<file path="src/rtl/pipeline_ctrl.sv">
// Hazard and stall sequencer for the 5-stage core: drives per-stage hold gates
// and bubble flushes, and times multicycle EX ops with a small down-counter FSM.
module pipeline_ctrl #(
  parameter int unsigned MC_LATENCY = 4,
  parameter int unsigned CNT_W      = 4
) (
  input  logic       clk_i,
  input  logic       rst_ni,
  input  logic [4:0] id_rs1_i,
  input  logic [4:0] id_rs2_i,
  input  logic       id_rs1_used_i,
  input  logic       id_rs2_used_i,
  input  logic       ex_valid_i,
  input  logic [4:0] ex_rd_i,
  input  logic       ex_is_load_i,
  input  logic       ex_multicycle_i,
  input  logic       ex_branch_taken_i,
  input  logic       mem_req_i,
  input  logic       dmem_ready_i,
  input  logic       imem_ready_i,
  output logic       gate_if_o,
  output logic       gate_id_o,
  output logic       gate_ex_o,
  output logic       gate_mem_o,
  output logic       gate_wb_o,
  output logic       flush_id_o,
  output logic       flush_ex_o,
  output logic       flush_mem_o,
  output logic       flush_wb_o,
  output logic       mc_done_o,
  output logic       state_o
);

  typedef enum logic {
    RUN     = 1'b0,
    MC_BUSY = 1'b1
  } state_t;

  localparam bit               MC_EN    = (MC_LATENCY > 1);
  localparam logic [CNT_W-1:0] CNT_ONE  = CNT_W'(1);
  localparam logic [CNT_W-1:0] CNT_LOAD = CNT_W'(MC_LATENCY - 1);

  state_t           state_reg, state_next;
  logic [CNT_W-1:0] cnt_reg, cnt_next;

  logic dstall, mc_start, mc_hold, mcstall, redirect, luse, rs1_hit, rs2_hit;

  always_ff @(posedge clk_i or negedge rst_ni) begin
    if (!rst_ni) begin
      state_reg <= RUN;
      cnt_reg   <= '0;
    end else begin
      state_reg <= state_next;
      cnt_reg   <= cnt_next;
    end
  end

  always_comb begin
    dstall   = mem_req_i & ~dmem_ready_i;
    mc_start = MC_EN & (state_reg == RUN) & ex_valid_i & ex_multicycle_i;
    mc_hold  = (state_reg == MC_BUSY) & (cnt_reg != CNT_ONE);
    mcstall  = mc_start | mc_hold;
    redirect = ex_branch_taken_i & ex_valid_i;
    rs1_hit  = id_rs1_used_i & (id_rs1_i == ex_rd_i);
    rs2_hit  = id_rs2_used_i & (id_rs2_i == ex_rd_i);
    luse     = ex_valid_i & ex_is_load_i & (ex_rd_i != 5'd0) & (rs1_hit | rs2_hit);

    state_next  = state_reg;
    cnt_next    = cnt_reg;
    gate_if_o   = 1'b0;
    gate_id_o   = 1'b0;
    gate_ex_o   = 1'b0;
    gate_mem_o  = 1'b0;
    gate_wb_o   = 1'b0;
    flush_id_o  = 1'b0;
    flush_ex_o  = 1'b0;
    flush_mem_o = 1'b0;
    flush_wb_o  = 1'b0;
    mc_done_o   = 1'b0;

    // A data-memory wait freezes the whole pipe, including the FSM.
    if (!dstall) begin
      case (state_reg)
        RUN: begin
          if (mc_start) begin
            state_next = MC_BUSY;
            cnt_next   = CNT_LOAD;
          end
        end
        default: begin
          if (cnt_reg != CNT_ONE) begin
            cnt_next = cnt_reg - CNT_ONE;
          end else begin
            state_next = RUN;
            cnt_next   = '0;
          end
        end
      endcase
    end

    if (rst_ni) begin
      mc_done_o = (state_reg == MC_BUSY) & (cnt_reg == CNT_ONE) & ~dstall;
      if (dstall) begin
        gate_if_o  = 1'b1;
        gate_id_o  = 1'b1;
        gate_ex_o  = 1'b1;
        gate_mem_o = 1'b1;
        flush_wb_o = 1'b1;
      end else if (mcstall) begin
        gate_if_o   = 1'b1;
        gate_id_o   = 1'b1;
        gate_ex_o   = 1'b1;
        flush_mem_o = 1'b1;
      end else if (redirect) begin
        flush_id_o = 1'b1;
        flush_ex_o = 1'b1;
      end else if (luse) begin
        gate_if_o  = 1'b1;
        gate_id_o  = 1'b1;
        flush_ex_o = 1'b1;
      end else if (!imem_ready_i) begin
        gate_if_o  = 1'b1;
        flush_id_o = 1'b1;
      end
    end
  end

  assign state_o = state_reg;

endmodule

</file>
<file path="config.mk">
export PLATFORM = sky130hd
export DESIGN_NAME = pipeline_ctrl
export DESIGN_NICKNAME = d
export VERILOG_FILES = /design/src/rtl/pipeline_ctrl.sv
export SDC_FILE = /design/constraint.sdc
export NUM_CORES = 1
export LEC_CHECK = 0
export CAP_MARGIN = 5
export CELL_PAD_IN_SITES_DETAIL_PLACEMENT = 0
export CELL_PAD_IN_SITES_GLOBAL_PLACEMENT = 2
export CORE_MARGIN = 2
export CORE_UTILIZATION = 17
export DETAILED_ROUTE_END_ITERATION = 8
export PLACE_DENSITY_LB_ADDON = 0.1
export SLEW_MARGIN = 20
export SYNTH_ARGS = -nofsm -noshare
export SYNTH_HDL_FRONTEND = slang
export SYNTH_SLANG_ARGS = --single-unit
</file>
<file path="constraint.sdc">
create_clock -name clk_i -period 2.05 [get_ports clk_i]
set_clock_uncertainty 0.05 [all_clocks]
set_input_delay 0.41 -clock clk_i [delete_from_list [all_inputs] [get_ports clk_i]]
set_output_delay 0.41 -clock clk_i [all_outputs]
set_load 0.005 [all_outputs]
</file>
Word level (Yosys, flattened, before mapping)
Index checks and enable logic that the tools add are counted.
{"block": "op_classes", "n_eq_ne": 4, "n_mux": 34, "n_bitwise": 17, "reduce_logical": 3, "add_sub_neg": 1}
{"op": "1-bit two-way mux", "count": 31}
{"op": "1-bit AND", "count": 12}
{"op": "4-bit two-way mux", "count": 3}
{"op": "5-bit equality test", "count": 2}
{"op": "5-bit nonzero test", "count": 1}
{"op": "4-bit by 1-bit equality test with 1-bit output, second input constant", "count": 1}
{"op": "4-bit by 1-bit inequality test with 1-bit output, second input constant", "count": 1}
{"op": "4-bit by 1-bit subtractor with 4-bit output, second input constant", "count": 1}
{"op": "1-bit inverter", "count": 3}
{"op": "1-bit OR", "count": 2}
{"op": "2-bit AND reduction", "count": 1}
{"op": "2-bit nonzero test", "count": 1}
{"block": "word_totals", "output_inout_bits": 11, "in_bits": 26, "word_cells": 61, "reg_bits": 5}

Logic depth before layout (Yosys ltp)
Gate-level depths: netlist of the first run.
{"block": "depth", "word_depth": 9, "depth_mapped": 6, "mapped_depth_nobuf": 6}

Worst setup path after synthesis of the first run
No wires, ideal clock.
{"block": "synth_path", "path_kind": "reg-to-output", "start": "reg cnt_reg[1]", "end": "out flush_ex_o", "path_stages_with_launch": 7, "n_path_buf": 0, "setup_slack_ns": 0.164, "t_arrival_ns": 1.426, "path_cell_list": "dfrtp_1 -> inv_1 -> ha_1 -> nor3b_2 -> mux2i_1 -> or3b_1 -> o21ai_1"}
{"block": "synth_via", "elab_chain_cells": 6}
{"element": "start, declared", "line_no": "44", "source": "logic [CNT_W-1:0] cnt_reg, cnt_next;"}
{"element": "start signal, assigned", "line_no": "54", "source": "cnt_reg <= cnt_next;"}
{"element": "4-bit by 1-bit inequality test with 1-bit output", "line_no": "61", "source": "mc_hold = (state_reg == MC_BUSY) & (cnt_reg != CNT_ONE);"}
{"element": "1-bit AND", "line_no": "61"}
{"element": "1-bit OR", "line_no": "62", "source": "mcstall = mc_start | mc_hold;"}
{"element": "1-bit two-way mux", "line_no": "109", "source": "end else if (mcstall) begin"}
{"element": "1-bit two-way mux", "line_no": "103", "source": "if (dstall) begin"}
{"element": "1-bit two-way mux", "line_no": "101", "source": "if (rst_ni) begin"}
{"element": "end, declared", "line_no": "27", "source": "output logic flush_ex_o,"}
Every way passes these cells.

Final worst setup path of the first run
Ends and elaborated chain as after synthesis.

==> flow_summary.yaml, run 1 <==
grt:
  grt_pass1_vias: 716
  grt_antenna_before_repair: 0
  grt_pass1_wl_microns: 2900
  grt.total_usage: 0.105
  grt_max_degree: 10
  grt_remaining_overflow: 0
synth:
  ys_seq_area_frac: 0.225
  async_flop_share: 1.00
  yosys_warnings: 0
  synth_cell_type_count: 30
  syn_inst: 69
  synth_edf_count: 0
  yosys_register_bits: 5
  synth.cell_area_sq_um: 557
  syn-num-nets: 97
  ys.flop_type: "dfrtp_1"
  synth_area_per_cell_sq_um: 8.07
power_and_ir_drop:
  cellLeakagePower_nw: 0.570
  power_switching_mw: 0.339
  pwr-share-comb: 0.690
  p_sw_frac: 0.357
  intPower_mw: 0.611
  vdd_drop_max_mv: 0.228
  power_density_nw_per_um2: 770
  pwr-share-clk: 0.118
  p_seq_frac: 0.192
  p_total_mw: 0.950
worst_setup_path:
  crit_arrival_ns: 1.80
  ff2ff_path_depth: 7
  rrSetupSlack_ns: 0.67
  critPathCaptureType: "primary output"
  cp_max_fo: 3
  r2r-start: "cnt_reg[1]$_DFFE_PN0P_"
  critPathKind: "reg -> out"
  crit_path_start_kind: "register"
  worstReg2RegEnd: "state_o$_DFFE_PN0N_"
  worstPathRequired_ns: 1.59
flow_run:
  timing.max_cap.violations: 0
cells_and_area:
  diodes: 0
  nNetsFinal: 161
  drive_above_1_share: 0.462
  final_util: 0.401
  syn_to_final_growth_pct: 122
  n_fill_cell: 344
  largest_reg_flops: 4
sta:
  drv_slew: 0
  period_share: 1.10
  fmaxAchievable_mhz: 443
  period_minus_slack_ns: 2.26
  layout_setup_ws_ns: -0.207
  finalHoldViolCount: 0
  whs_ns: 0.440
  finalSetupViolCount: 5
  rsz0062_at_grt: "true"
  finalSetupTns_ns: -0.830
clock_tree:
  cts-htree-levels: 1
  cts_tree: "yes"
  max-clock-path-buffers: 2
  clkSinkCount: 5
  numCtsBuffers: 3
  root_buffer: "clkbuf_4"
  clk_latency_ns: 0.24
  clk_pin_slew_ns: 0.04
floorplanning:
  io_pins: 37
  fp.dieH_microns: 61.2
  row_count: 20
  die_area_sq_um: 3750
  die_x_microns: 61.2
  core_area_sq_um: 3080
  start_util: 0.181
status:
  violations: "negative setup slack"
  outcome: "finished with violations"
drt:
  drc_errors: 0
  wl_per_cell_microns: 10.8
  drt_iter0_markers: 6
  drtPass1Iterations: 3
  wirelength_microns: 1900
  postRouteAntennaNets: 0
  drt-vias-per-instance: 4.12
  vias: 725
placed_design:
  gp_congestion: 0.679
  portBuffers: 35
  dp_hpwl_microns: 1490
worst_hold_path:
  min_path_type: "in -> async"
-- how the worst max path moves through the flow --
stage / start / endpoint / slack [ns] / depth (start not counted)
2_1_floorplan: cnt_reg[1]$_DFFE_PN0P_ / flush_ex_o / 0.16 / 6
3_3_place_gp: ex_rd_i[1] / gate_if_o / -0.77 / 6
3_5_place_dp: ex_rd_i[2] / gate_if_o / -0.76 / 6
4_1_cts: cnt_reg[1]$_DFFE_PN0P_ / flush_ex_o / -0.22 / 8
5_1_grt: cnt_reg[1]$_DFFE_PN0P_ / flush_ex_o / -0.30 / 8
6_report: cnt_reg[1]$_DFFE_PN0P_ / flush_ex_o / -0.21 / 8
-- placed cells by master (no fill, tap or decap), types with 2 or more instances in the layout --
master,count
and2_1,2
buf_2,11
buf_4,21
buf_6,5
clkbuf_4,3
clkdlybuf4s15_1,4
clkdlybuf4s50_1,8
dfrtp_1,5
dlygate4sd2_1,10
inv_1,2
nand2_1,5
nand2b_1,2
nand3_1,2
nor2_1,3
nor2b_1,3
o21ai_0,4
o21ai_2,2
xnor2_1,2
xor2_1,7
-- stage by stage --
step	area, sq um	setup slack (ns)	cells
floorplan	557	0.164	69
global placement	1070	-0.770	163
detailed placement	1070	-0.758	163
CTS	1190	-0.219	174
global route	1230	-0.300	176
finish	1230	-0.207	176
-- cell families (layout without fill, tap and decap cells) --
family / after synthesis / in the layout / synth area share
adders and majority gates: 2 / 2 / 0.0449
xor gates and xnor gates: 10 / 10 / 0.157
other: 1 / 1 / 0.00674
DFF: 5 / 5 / 0.225
AOI/OAI and AO/OA: 14 / 14 / 0.178
buffers and inverters: 5 / 68 / 0.0472
and+or+nand+nor: 30 / 30 / 0.306
muxes: 2 / 2 / 0.0360
-- final cells by class --
| type | instances | area, sq um | area share |
|---|---|---|---|
| timing repair buffer | 61 | 493 | 0.399 |
| clock buffer | 4 | 26.3 | 0.0213 |
| sequential | 5 | 125 | 0.101 |
| inverter | 3 | 11.3 | 0.00912 |
| multi-input combinational | 59 | 524 | 0.425 |
| tap | 44 | 55.1 | 0.0446 |
-- critical path, cell delays in order (launching register included) --
cell	delay [ns]
dfrtp_1	0.37
inv_2	0.08
ha_4	0.13
nor3b_4	0.22
mux2i_4	0.12
buf_6	0.13
or3_4	0.32
o21ai_2	0.06
buf_2	0.12
-- layer usage --
| metal | vias up | global-route usage | share of wire |
|---|---|---|---|
| met5 | - | 0 | 0 |
| met4 | 0 | 0.0186 | 0 |
| met3 | 0 | 0.0378 | 0.081 |
| met2 | 29 | 0.193 | 0.52 |
| met1 | 334 | 0.118 | 0.40 |
| li1 | 362 | - | - |
-- cell usage after synthesis (2+ instances only) --
| cell | number | share of area |
|---|---|---|
| o21ai_1 | 2 | 0.018 |
| xor2_1 | 8 | 0.13 |
| inv_1 | 3 | 0.020 |
| nor4_1 | 2 | 0.022 |
| or3_1 | 2 | 0.022 |
| nand2_1 | 6 | 0.040 |
| nor2b_1 | 4 | 0.045 |
| ha_1 | 2 | 0.045 |
| xnor2_1 | 2 | 0.031 |
| mux2i_1 | 2 | 0.036 |
| buf_4 | 2 | 0.027 |
| and2_1 | 2 | 0.022 |
| dfrtp_1 | 5 | 0.22 |
| nor2_1 | 3 | 0.020 |
| nand3_1 | 3 | 0.027 |
| nand2b_1 | 3 | 0.034 |
| o21ai_0 | 5 | 0.045 |
-- timing repair --
item,CTS,global route
hold buffers,0,0
buffers inserted,7,3
pin swaps,14,8
setup endpoints to repair,9,7
resized for setup,83,12
-- power groups by stage --
stage	Sequential, mW	Combinational (mW)	Clock (mW)
final	0.182	0.656	0.112
after global routing	0.186	0.715	0.130
after CTS	0.182	0.606	0.118
after detailed placement	0.169	0.521	0
after global placement	0.168	0.519	0
after floorplan	0.177	0.216	0
Note: power is estimated with default switching activity, not from simulation.
==> run 2: changes to the inputs <==
--- a/config.mk
+++ b/config.mk
@@ -5,6 +5,7 @@
 export SDC_FILE = /design/constraint.sdc
 export NUM_CORES = 1
 export LEC_CHECK = 0
+export ABC_AREA = 0
 export CAP_MARGIN = 5
 export CELL_PAD_IN_SITES_DETAIL_PLACEMENT = 0
 export CELL_PAD_IN_SITES_GLOBAL_PLACEMENT = 2
==> results of run 2 <==
Final layout, timing and power as in run 1 (identical DEF).
